File: src/rtl/branch_pred_tracker_pkg.sv
// Shared types for the branch prediction tracker: the LC-3b word, the
// queue entry recorded at fetch, the default depth and the predictor muxes.
package branch_pred_tracker_pkg;

  typedef logic [15:0] lc3b_word;

  typedef struct packed {
    lc3b_word pc;
    logic     local_pred;
    logic     global_pred;
    logic     chooser;
  } lc3b_bpq_entry;

  localparam int BPQ_DEPTH = 4;

  // Prediction that the chooser actually used for this branch
  function automatic logic pick_chosen(input lc3b_bpq_entry e);
    return e.chooser ? e.global_pred : e.local_pred;
  endfunction

  // Prediction of the predictor the chooser did not select
  function automatic logic pick_unchosen(input lc3b_bpq_entry e);
    return e.chooser ? e.local_pred : e.global_pred;
  endfunction

endpackage

File: src/rtl/branch_pred_tracker_bpq_fifo.sv
// In-order storage for in-flight branch predictions. Pointers carry an
// extra wrap bit so full and empty are told apart without a counter.
module bpq_fifo
  import branch_pred_tracker_pkg::*;
#(
  parameter int DEPTH = BPQ_DEPTH
) (
  input  logic          clk,
  input  logic          reset,
  input  logic          push,
  input  logic          pop,
  input  logic          clear,
  input  lc3b_bpq_entry push_data,
  output lc3b_bpq_entry pop_data,
  output logic          full,
  output logic          empty
);

  localparam int IDX_W = $clog2(DEPTH);
  localparam int PTR_W = IDX_W + 1;
  localparam logic [PTR_W-1:0] PTR_ONE = PTR_W'(1);

  logic [PTR_W-1:0] head;
  logic [PTR_W-1:0] tail;
  lc3b_bpq_entry    mem [DEPTH];
  logic             pop_ok;
  logic             push_ok;

  assign empty    = (head == tail);
  assign full     = (head[IDX_W-1:0] == tail[IDX_W-1:0]) && (head[IDX_W] != tail[IDX_W]);
  assign pop_ok   = pop && !empty;
  // A pop in the same cycle frees a slot, so a push into a full queue is legal then
  assign push_ok  = push && !clear && (!full || pop_ok);
  assign pop_data = mem[head[IDX_W-1:0]];

  // Pointer update; clear flushes all wrong-path entries at once
  always_ff @(posedge clk) begin
    if (reset || clear) begin
      head <= '0;
      tail <= '0;
    end else begin
      if (push_ok) tail <= tail + PTR_ONE;
      if (pop_ok)  head <= head + PTR_ONE;
    end
  end

  // Entry storage, written at the tail index when a push is accepted
  always_ff @(posedge clk) begin
    if (push_ok) mem[tail[IDX_W-1:0]] <= push_data;
  end

endmodule

File: src/rtl/branch_pred_tracker.sv
// Tracks in-flight conditional-branch predictions between fetch and the
// tournament chooser, producing the registered chooser-update bundle when
// the oldest branch resolves, plus mispredict counting and error flagging.
module branch_pred_tracker
  import branch_pred_tracker_pkg::*;
#(
  parameter int DEPTH = BPQ_DEPTH
) (
  input  logic        clk,
  input  logic        reset,
  input  logic        alloc,
  input  logic [15:0] alloc_pc,
  input  logic        local_pred,
  input  logic        global_pred,
  input  logic        chooser,
  input  logic        resolve,
  input  logic        resolve_taken,
  output logic        full,
  output logic        empty,
  output logic        write,
  output logic [15:0] write_pc,
  output logic        taken,
  output logic        control_flush,
  output logic        unchosen_pred,
  output logic [15:0] mispredict_count,
  output logic        resolve_err
);

  lc3b_bpq_entry alloc_entry;
  lc3b_bpq_entry head_entry;
  logic          pop_valid;
  logic          mispredict;
  logic          push;

  assign alloc_entry = '{pc: alloc_pc, local_pred: local_pred,
                         global_pred: global_pred, chooser: chooser};

  assign pop_valid  = resolve && !empty;
  assign mispredict = pop_valid && (resolve_taken != pick_chosen(head_entry));
  // Anything fetched alongside a mispredicting branch is on the wrong path
  assign push       = alloc && !mispredict;

  bpq_fifo #(
    .DEPTH(DEPTH)
  ) u_fifo (
    .clk      (clk),
    .reset    (reset),
    .push     (push),
    .pop      (pop_valid),
    .clear    (mispredict),
    .push_data(alloc_entry),
    .pop_data (head_entry),
    .full     (full),
    .empty    (empty)
  );

  // One-cycle chooser-update pulse; all fields return to zero when idle
  always_ff @(posedge clk) begin
    if (reset) begin
      write         <= 1'b0;
      write_pc      <= '0;
      taken         <= 1'b0;
      control_flush <= 1'b0;
      unchosen_pred <= 1'b0;
    end else begin
      write         <= pop_valid;
      write_pc      <= pop_valid ? head_entry.pc : '0;
      taken         <= pop_valid && resolve_taken;
      control_flush <= mispredict;
      unchosen_pred <= pop_valid && pick_unchosen(head_entry);
    end
  end

  // Saturating mispredict counter, stepped alongside control_flush
  always_ff @(posedge clk) begin
    if (reset) begin
      mispredict_count <= '0;
    end else if (mispredict && (mispredict_count != 16'hFFFF)) begin
      mispredict_count <= mispredict_count + 16'd1;
    end
  end

  // Sticky flag for a resolve arriving with nothing in flight
  always_ff @(posedge clk) begin
    if (reset) begin
      resolve_err <= 1'b0;
    end else if (resolve && empty) begin
      resolve_err <= 1'b1;
    end
  end

endmodule
File: config.mk
export PLATFORM = sky130hd
export DESIGN_NAME = branch_pred_tracker
export DESIGN_NICKNAME = d
export VERILOG_FILES = /design/src/rtl/branch_pred_tracker_pkg.sv /design/src/rtl/branch_pred_tracker_bpq_fifo.sv /design/src/rtl/branch_pred_tracker.sv
export SDC_FILE = /design/constraint.sdc
export NUM_CORES = 1
export LEC_CHECK = 0
export CORE_MARGIN = 2
export CORE_UTILIZATION = 45
export DETAILED_ROUTE_END_ITERATION = 6
export PLACE_DENSITY = 0.68
export SLEW_MARGIN = 20
export SYNTH_ARGS = -nofsm -noshare
export SYNTH_HDL_FRONTEND = slang
export SYNTH_HIERARCHICAL = 1
export SYNTH_SLANG_ARGS = --single-unit
File: constraint.sdc
create_clock -name clk -period 5 [get_ports clk]
set_input_delay 1 -clock clk [delete_from_list [all_inputs] [get_ports clk]]
set_output_delay 1 -clock clk [all_outputs]
set_load 0.02 [all_outputs]
==> results of run 1 <==
[cells by family (layout without fill, tap and decap cells)]
group,count (synthesis),count (layout)
and+or+nand+nor,95,95
xor gates and xnor gates,17,17
adders and majority gates,6,6
buffers and inverters,15,104
AOI/OAI and AO/OA,14,14
DFF,121,121
muxes,26,26
[power by group]
| group | total [uW] | switching, uW | internal, uW |
|---|---|---|---|
| Sequential | 1220 | 41.8 | 1180 |
| Clock | 1200 | 418 | 785 |
| Combinational | 381 | 202 | 179 |
| Total | 2800 | 662 | 2140 |
[worst paths after layout]
kind / from / endpoint / slack, ns
worst min register to register: resolve_err / resolve_err / 0.50
worst max-delay path: flip-flop / u_fifo/mem[1][2] / 1.20
worst max register to register: flip-flop / u_fifo/mem[1][2] / 1.20
worst min-delay path: resolve_err / resolve_err / 0.50
[sequential cells by signal (all words and copies together) (netlist names), named ones only]
name              cells
mispredict_count     16
u_fifo/head           3
u_fifo/tail           3
write_pc             16
unchosen_pred         1
control_flush         1
resolve_err           1
taken                 1
write                 1
u_fifo/mem           76
[worst max-delay path: stages (launching register included)]
cell and delay (ns):
dfxtp_1 0.77, mux4_2 0.64, mux2i_1 0.27, mux2i_1 0.22, buf_4 0.22, and2_1 0.20
o41ai_4 0.13, nor2_1 0.17, and2_1 0.79
[final cells by class]
cell class | instances | area (um2) | area share (%)
Clock inverter | 11 | 146 | 2.45
Clock buffer | 21 | 449 | 7.50
Timing Repair Buffer | 66 | 651 | 10.9
Sequential cell | 121 | 3180 | 53.2
Tap cell | 133 | 166 | 2.78
Inverter | 6 | 22.5 | 0.376
Multi-Input combinational cell | 158 | 1370 | 22.8
[metrics by stage]
stage | instance area (um2) | power [uW]
final | 5990 | 2800
after global routing | 5990 | 2910
after global placement | 5390 | 1610
after floorplan | 4610 | 1470
after CTS | 5990 | 2830
after detailed placement | 5390 | 1620
[synthesized netlist by cell type (2+ instances only)]
master    count
mux4_2       19
o21ai_0       2
or3_1         2
nor2_1       29
clkbuf_1      6
nor3b_1       2
mux2i_1       5
nand2_1       7
nor2b_1       2
buf_2         3
edfxtp_1     76
nand2b_1      3
a21oi_1       5
or2_2         2
ha_1          6
nor3_1        7
nand4_1       6
and2_1       21
dfxtp_1      45
xor2_1        7
a31o_2        2
mux2_1        2
xnor2_1      10
nand3_1       7
inv_1         6
[layer usage]
metal  part of all wire [%]  vias up  global-route usage [%]
met3                    3.2        9                    5.68
met5                      0        -                       0
met2                     49       45                    26.3
met1                     47     1292                    20.7
met4                    1.2        0                    7.14
li1                       -     1250                       -
==> key figures, run 1 <==
Synthesis
  • Avg Inst Size Synth: about 16 um2
  • Asr flop ratio synth: 0%
  • Synth Area in XOR/XNOR: 3.23%
  • Mapped Nets: 324
  • FF+latch count, synth: 121
  • Simple-gate share of the synthesized area: 11.3%
  • Synth top area cells: edfxtp_1, dfxtp_1, mux4_2, and2_1, nor2_1
  • Syn. warnings: 6
  • Post-synth top area share: 49.6%
  • Adder and majority cell fraction of the synthesized area: 1.63%
  • Cell taking the most area after synthesis: edfxtp_1
  • Post-synthesis sequential area ratio: approximately 69%
  • Multiplexer area fraction after synthesis: 10.9%
  • Post-synth EDFFs: 76
  • Cells after Synth: 294
  • Ys flop type: edfxtp_1
  • Synth cell types: 37
  • Post-Syn Area: between 0.004 and 0.005 mm2
  • Largest family of logic cells by synthesized area: simple AND/OR/NAND/NOR gates
  • Synth Area in Compound Gates: 2.58%

Global routing
  • Initial antenna violation count: 0
  • Pin count of the biggest net entering global routing: 25
  • First-pass GRT wire length: around 14000 um
  • Grt total ovfl: 0
  • Total Routing Usage GR: about 17%
  • Vias in the first global route: 2669

Routing
  • Vias per cell: ~5
  • Initial DRT Pass Iterations: 4
  • First DRT Iteration DRCs: 169
  • DRC Markers: 0
  • Routed vias: 2596
  • Drt wl/cell: about 16 um
  • Antenna-violating nets left: 0
  • Routed wire length: 8360 um

Timing
  • Final hold violation count: 0
  • Final slew viol count: 0
  • Slew HR: a little over a third
  • Tmin final: 3.80 ns
  • FMAX: 263 MHz
  • WHS: 0.500 ns
  • Final TNS setup: 0 ns
  • RSZ-0062 raised after global routing: false
  • Final setup vio count: 0
  • Worst Clk Skew: 0.00687 ns
  • Fin crit share: about three quarters
  • Worst Max-Slew Pin Slew: 0.966 ns
  • Final setup margin: between 1 and 1.5 ns

Critical path
  • Cells on worst reg2reg path: 8
  • Critical Path Fanout Max: 19
  • Arrival time worst endpoint: between 3 and 4 ns
  • Setup Crit Path Kind: reg -> reg
  • CP Launch Type: flip-flop
  • Worst EP required: slightly above 5 ns
  • CP Capture Type: flip-flop

CTS
  • # Post-CTS Setup Buffers: 0
  • Register clock-pin slew on the reported worst setup and hold paths: 0.05 ns
  • CTS tree: done
  • CTS Buf Count: 17
  • CTS HTree Levels: 4
  • Hold-fix buffers, CTS: 0
  • Clk_lat worst skew: 0.51 ns
  • Max Buffers Root-to-Sink: 2
  • Clk sinks: 121
  • # resized after CTS: 0
  • Root Buffer: clkbuf_8

Hold path
  • HP Class: reg -> reg
  • Hold Path Depth: 2

Layout
  • Final Non-Filler Cells: between 500 and 600
  • Layout net count: 400
  • Final Util: 60.7%
  • Diodes inserted: 0
  • Leading cell types in the layout, fill and taps excluded: edfxtp_1, clkdlybuf4s50_1, dfxtp_1
  • Area Overhead vs Synth: 30.0%
  • Fillers: 738
  • Commonest non-fill, non-tap cell in the layout: edfxtp_1
  • Layout cells sized above 1: 16.4%

Placement
  • Routability cong.: 0.782
  • Placement Setup Slack: 1.12 ns
  • Hpwl dp: 5430 um
  • Dpl cells: around 480
  • Port-buffer cells: 62

Pwr
  • Power Dens Cells: roughly 470 mW/mm2
  • VDD IR-drop max: 328 uV
  • Lkg Pwr: 0.00206 uW

Floorplan
  • Core Region: 0.00986 mm2
  • DIE WIDTH: 105 um
  • Starting Density: between 40% and 50%
  • Standard-cell rows: 36
  • Die H: 105 um
  • Die ar.: 0.0111 mm2
  • IO Count: 63

Run
  • Max-cap violations: 0

Run status
  • Run status: finished clean
No activity file was read; power rests on OpenSTA's default activity.
==> inputs of run 2 (changes only) <==
Settings changed: PLACE_DENSITY 0.68 to 0.7.
Clock period 5 ns to 3.3 ns, I/O delays scaled along.
==> run 2 against run 1 <==
  * Total power rose by 47%
  * Critical path depth is 4 lower
  * Final cell count rose by 1.2%
  * First-iteration DRC count decreased by 25%
  * Clock skew grew 0.0021 ns
  * Clock power grew 42%
  * Sequential share of layout area fell by 0.12 points
  * Sequential power rose by 50%
==> key figures, run 2 (synthesis gave the netlist of run 1 again) <==
Pwr
  • Sw power: 1050 uW (+59%)
  • Clock power share: 41.0% (-1.9 points)
  • Sw Share: 25.4% (+1.8 points)
  • Total Power: 4130 uW (+47%)
  • Combinational power share: 14.7% (+1.1 points)
  • Power Dens Cells: 689 mW/mm2 (+47%)
  • VDD IR-drop max: 424 uV (+29%)
  • Seq pwr share: 44.3% (+0.8 points)
  • Lkg Pwr: 0.00207 uW (+0.63%)
  • Internal Power: 3080 uW (+44%)

Placement
  • Hpwl dp: 5400 um (-0.63%)
  • Port-buffer cells: 62 (unchanged)
  • Dpl cells: 490 (+1.2%)
  • Placement Setup Slack: 0.445 ns (-0.678 ns)
  • Routability cong.: 0.819 (+4.7%)

Routing
  • First DRT Iteration DRCs: 127 (-25%)
  • Initial DRT Pass Iterations: 5 (+1)
  • Routed vias: 2623 (+1.0%)
  • Routed wire length: 8330 um (-0.37%)
  • Vias per cell: 5.02 (-0.12%)
  • DRC Markers: 0 (unchanged)
  • Antenna-violating nets left: 0 (unchanged)
  • Drt wl/cell: 16.0 um (-1.5%)

Hold path
  • HP Class: reg -> reg

Timing
  • Fin crit share: between 80 and 90%
  • Worst Clk Skew: 0.00895 ns (+0.00207 ns)
  • FMAX: 338 MHz
  • Final slew viol count: 0 (unchanged)
  • Slew HR: 63.9% (+28 points)
  • Final setup vio count: 0 (unchanged)
  • Tmin final: 2.96 ns
  • Final hold violation count: 0 (unchanged)
  • Worst Max-Slew Pin Slew: 0.540 ns (-0.426 ns)
  • Final setup margin: 0.341 ns (-0.862 ns)
  • RSZ-0062 raised after global routing: false
  • Final TNS setup: 0 ns (unchanged)

Global routing
  • Initial antenna violation count: 0 (unchanged)
  • First-pass GRT wire length: 13700 um (+0.35%)
  • Pin count of the biggest net entering global routing: 25 (unchanged)
  • Grt total ovfl: 0 (unchanged)
  • Vias in the first global route: 2710 (+1.5%)
  • Total Routing Usage GR: 16.6% (about the same)

Critical path
  • CP Launch Type: flip-flop
  • Worst EP required: 2.64 ns (-2.49 ns)
  • Critical Path Fanout Max: 5 (-14)
  • CP Capture Type: output port
  • Setup Crit Path Kind: reg -> out
  • Arrival time worst endpoint: 2.30 ns (-1.63 ns)

Layout
  • Diodes inserted: 0 (unchanged)
  • Commonest non-fill, non-tap cell in the layout: edfxtp_1
  • Leading cell types in the layout, fill and taps excluded: edfxtp_1, clkdlybuf4s50_1, dfxtp_1
  • Layout net count: 406 (+1.5%)
  • Max reg flops: 76 (unchanged)
  • Final Util: 60.8% (+0.14 points)
  • Layout cells sized above 1: 18.8% (+2.3 points)
  • Area Overhead vs Synth: 30.3%
  • Final Non-Filler Cells: 522 (+1.2%)

CTS
  • Root Buffer: clkbuf_8
  • CTS HTree Levels: 4 (unchanged)
  • Hold-fix buffers, CTS: 0 (unchanged)
  • Clk_lat worst skew: 0.51 ns (about the same)
  • Register clock-pin slew on the reported worst setup and hold paths: 0.06 ns (about the same)
  • Clk sinks: 121 (unchanged)
  • CTS tree: done
  • CTS Buf Count: 17 (unchanged)
  • # resized after CTS: 0 (unchanged)
  • # Post-CTS Setup Buffers: 0 (unchanged)
  • Max Buffers Root-to-Sink: 2 (unchanged)

Run
  • Max-cap violations: 0 (unchanged)

Floorplan
  • Starting Density: 46.7% (unchanged)
  • Standard-cell rows: 36 (unchanged)
  • Die H: 105 um (unchanged)
  • Die ar.: 0.0111 mm2 (unchanged)
  • Core Region: 0.00986 mm2 (unchanged)
  • IO Count: 63 (unchanged)
  • DIE WIDTH: 105 um (unchanged)

Run status
  • Run status: finished clean
==> run 2: changes by cell type in the layout (fill, tap and decap cells not counted), sizes merged <==
cell	change
clkbuf	-4
buf	+6
bufinv	-2
inv	+6
==> run 2: area by class of cell <==
| class | instances | area, um2 |
|---|---|---|
| Multi-Input combinational cell | 158 | 1380 |
| Tap cell | 133 | 166 |
| Inverter | 6 | 22.5 |
| Fill cell | 711 | 3860 |
| Sequential cell | 121 | 3180 |
| Timing Repair Buffer | 72 | 696 |
| Clock buffer | 17 | 414 |
| Clock inverter | 15 | 140 |
==> run 2: metal layers <==
metal  share of wire [%]  wire length (um)  vias to the layer above  global-route usage, %
met5                   0                 0                        -                      0
met4                 1.7               142                        0                   6.57
met3                 3.7               311                       12                   5.12
met2                  51              4220                       59                   27.0
met1                  44              3660                     1286                   20.7
li1                    -                 -                     1266                      -
==> run 2: final timing paths <==
check                 endpoint      startpoint  slack (ns)  cells past startpoint
max                      empty  u_fifo/tail[1]        0.34                      4
min                resolve_err     resolve_err        0.48                      2
max reg2reg  u_fifo/mem[2][17]  u_fifo/tail[1]        0.42                      9
min reg2reg        resolve_err     resolve_err        0.48                      2
==> run 2: power by group through the flow <==
| stage | logic [uW] | registers (uW) | clock network [uW] |
|---|---|---|---|
| CTS | 620 | 1830 | 1730 |
| finish | 608 | 1830 | 1700 |
| global route | 664 | 1850 | 1800 |
| detailed placement | 617 | 1860 | 0 |
| floorplan | 353 | 1890 | 0 |
| global placement | 608 | 1850 | 0 |
==> run 2: metrics by stage <==
stage	hold slack, ns	cell area [um2]
6_report	0.479	6000
5_1_grt	0.544	6000
4_1_cts	0.490	6000
2_1_floorplan	0.495	4620
3_3_place_gp	0.468	5450
3_5_place_dp	0.475	5450
==> run 2: worst max-delay path, cell delays in order (launching register included) <==
cell and delay (ns):
dfxtp_1 0.42, xor2_1 0.18, or2_2 0.32, nor2_1 0.21, clkdlybuf4s50_1 0.66
==> inputs of run 3 (changes only) <==
Settings changed: ABC_CLOCK_PERIOD_IN_PS from default to 3300, CORE_MARGIN 2 to default.
==> run 3 against run 2 <==
  * Non-clock buffer count unchanged
  * Clock power up 9%
  * Cell area up 0.88%
  * Via count down 0.76%
  * Combinational power about the same
  * Total power up 4.1%
  * Routed wire length down 1.7%
  * Utilization up 0.53 points
  * Global-route usage up 0.75 points
  * Critical path type unchanged
  * Largest cell class unchanged
==> key figures, run 3 (synthesis gave the netlist of run 1 again) <==
Critical path
  • Arrival time worst endpoint: 2.29 ns (about the same)
  • CP Launch Type: flip-flop
  • CP Cell Sequence: xor2_1 -> or2_2 -> nor2_1 -> clkdlybuf4s50_1
  • Crit-path max cell delay: 0.66 ns (about the same)
  • Worst EP required: 2.64 ns (about the same)
  • Cells on worst reg2reg path: 8 (-1)
  • Reg-to-reg setup timing slack: 0.43 ns (about the same)
  • Setup Crit Path Kind: reg -> out
  • FF-to-FF End: u_fifo/mem[1][7]
  • Worst Path Buf+Inv: 1 (unchanged)
  • CP Capture Type: output port
  • Slowest CP cell: clkdlybuf4s50_1
  • Largest delay contributor family on the critical path: buffers and inverters
  • Critical Path Fanout Max: 5 (unchanged)

Global routing
  • Vias in the first global route: 2579 (-4.8%)
  • Pin count of the biggest net entering global routing: 25 (unchanged)
  • Total Routing Usage GR: 17.3% (+0.75 points)
  • First-pass GRT wire length: 13000 um (-4.6%)
  • Grt total ovfl: 0 (unchanged)
  • Initial antenna violation count: 0 (unchanged)

Routing
  • Drt wl/cell: 15.7 um (-1.7%)
  • DRC Markers: 0 (unchanged)
  • Antenna-violating nets left: 0 (unchanged)
  • Vias per cell: 4.99 (-0.76%)
  • First DRT Iteration DRCs: 74 (-42%)
  • Initial DRT Pass Iterations: 4 (-1)
  • Routed vias: 2603 (-0.76%)
  • Routed wire length: 8190 um (-1.7%)

Timing
  • Final setup vio count: 0 (unchanged)
  • Worst Clk Skew: 0.0106 ns (+0.00162 ns)
  • Tmin final: 2.95 ns (-0.00799 ns)
  • Fin crit share: 89.4% (-0.24 points)
  • Final hold violation count: 0 (unchanged)
  • Worst Max-Slew Pin Slew: 0.523 ns (-0.0169 ns)
  • Final setup margin: 0.349 ns (+0.00799 ns)
  • FMAX: 339 MHz (+0.27%)
  • RSZ-0062 raised after global routing: false
  • Slew HR: 65.0% (+1.1 points)
  • Final slew viol count: 0 (unchanged)

CTS
  • Hold-fix buffers, CTS: 0 (unchanged)
  • CTS Buf Count: 17 (unchanged)
  • Register clock-pin slew on the reported worst setup and hold paths: 0.06 ns (about the same)
  • Clk sinks: 121 (unchanged)
  • Root Buffer: clkbuf_8
  • Max Buffers Root-to-Sink: 2 (unchanged)
  • CTS HTree Levels: 4 (unchanged)
  • Clk_lat worst skew: 0.51 ns (about the same)
  • CTS tree: done
  • # resized after CTS: 0 (unchanged)
  • # Post-CTS Setup Buffers: 0 (unchanged)

Floorplan
  • DIE WIDTH: 103 um (-1.9%)
  • Core Region: 0.00986 mm2 (unchanged)
  • Starting Density: 46.7% (unchanged)
  • Die H: 103 um (-1.9%)
  • Die ar.: 0.0106 mm2 (-3.8%)
  • Standard-cell rows: 36 (unchanged)
  • IO Count: 63 (unchanged)

Pwr
  • Sw power: 1060 uW (+0.86%)
  • Power Dens Cells: 711 mW/mm2 (+3.2%)
  • VDD IR-drop max: 364 uV (-14%)
  • Clock power share: 43.3% (+2.3 points)
  • Seq pwr share: 42.5% (-1.8 points)
  • Lkg Pwr: 0.00209 uW (+1.0%)
  • Combinational power share: 14.2% (-0.5 points)
  • Sw Share: 24.7% (-0.79 points)
  • Internal Power: 3240 uW (+5.2%)
  • Total Power: 4300 uW (+4.1%)

Hold path
  • HP Class: reg -> reg
  • Hold Path Depth: 2 (unchanged)
  • HP Start: resolve_err
  • Hold EP: resolve_err

Placement
  • Port-buffer cells: 62 (unchanged)
  • Hpwl dp: 5210 um (-3.5%)
  • Routability cong.: 0.798 (-2.5%)
  • Placement Setup Slack: 0.421 ns (-0.0238 ns)
  • Placed cell areas: 0.00545 mm2 (unchanged)

Layout
  • Design Area, Final: 0.00605 mm2 (+0.88%)
  • Leading cell types in the layout, fill and taps excluded: edfxtp_1, clkdlybuf4s50_1, dfxtp_1
  • Area Overhead vs Synth: 31.4%
  • Layout net count: 406 (unchanged)
  • Max reg flops: 76 (unchanged)
  • Layout cells sized above 1: 18.8% (unchanged)
  • Commonest non-fill, non-tap cell in the layout: edfxtp_1
  • Final Util: 61.4% (+0.53 points)
  • Diodes inserted: 0 (unchanged)

Run
  • Max-cap violations: 0 (unchanged)

Run status
  • Run status: finished clean
-- run 3: cell type report --
type	instances	area, um2
fillers	735	3810
flip-flops and latches	121	3180
multi-input cells	158	1380
repair buffers	72	696
clock buffers	18	418
clock inverters	14	189
well taps	133	166
inverters	6	22.5
-- run 3: worst min-delay path, delay by kind of cell, from the launching register on --
kind,cells,cell delay [ns]
flops,1,0.33
simple gates,1,0.07
compound gates,1,0.04
-- run 3: metrics by stage --
step	TNS, ns	hold slack (ns)	std cells
finish	0	0.475	522
global route	0	0.503	522
CTS	0	0.487	522
detailed placement	0	0.473	490
global placement	0	0.468	490
floorplan	-1.04	0.495	294
-- run 3: power groups by stage --
stage / clock (uW) / sequential [uW] / combinational, uW
final: 1860 / 1830 / 609
after global routing: 1970 / 1850 / 662
after CTS: 1890 / 1830 / 621
after detailed placement: 0 / 1860 / 615
after global placement: 0 / 1850 / 605
after floorplan: 0 / 1890 / 353
-- run 3: how the worst max path moves through the flow --
| stage | end | cells after the start | start | slack, ns |
|---|---|---|---|---|
| 6_report | empty | 4 | u_fifo/tail[0] | 0.35 |
| 5_1_grt | u_fifo/mem[1][7] | 8 | flip-flop | 0.25 |
| 2_1_floorplan | u_fifo/mem[0][0] | 10 | flip-flop | -0.02 |
| 4_1_cts | empty | 4 | u_fifo/tail[0] | 0.33 |
| 3_5_place_dp | u_fifo/mem[0][14] | 8 | flip-flop | 0.42 |
| 3_3_place_gp | mispredict_count[11] | 7 | resolve | 0.51 |
-- run 3: metal layers --
metal  GRT usage [%]  vias to the layer above  part of all wire (%)  wire length, um
li1                -                     1272                     -                -
met4            8.56                        0                   1.7              139
met2            27.7                       40                    50             4120
met3            4.47                       11                   2.4              193
met1            22.1                     1280                    46             3740
met5               0                        -                     0                0
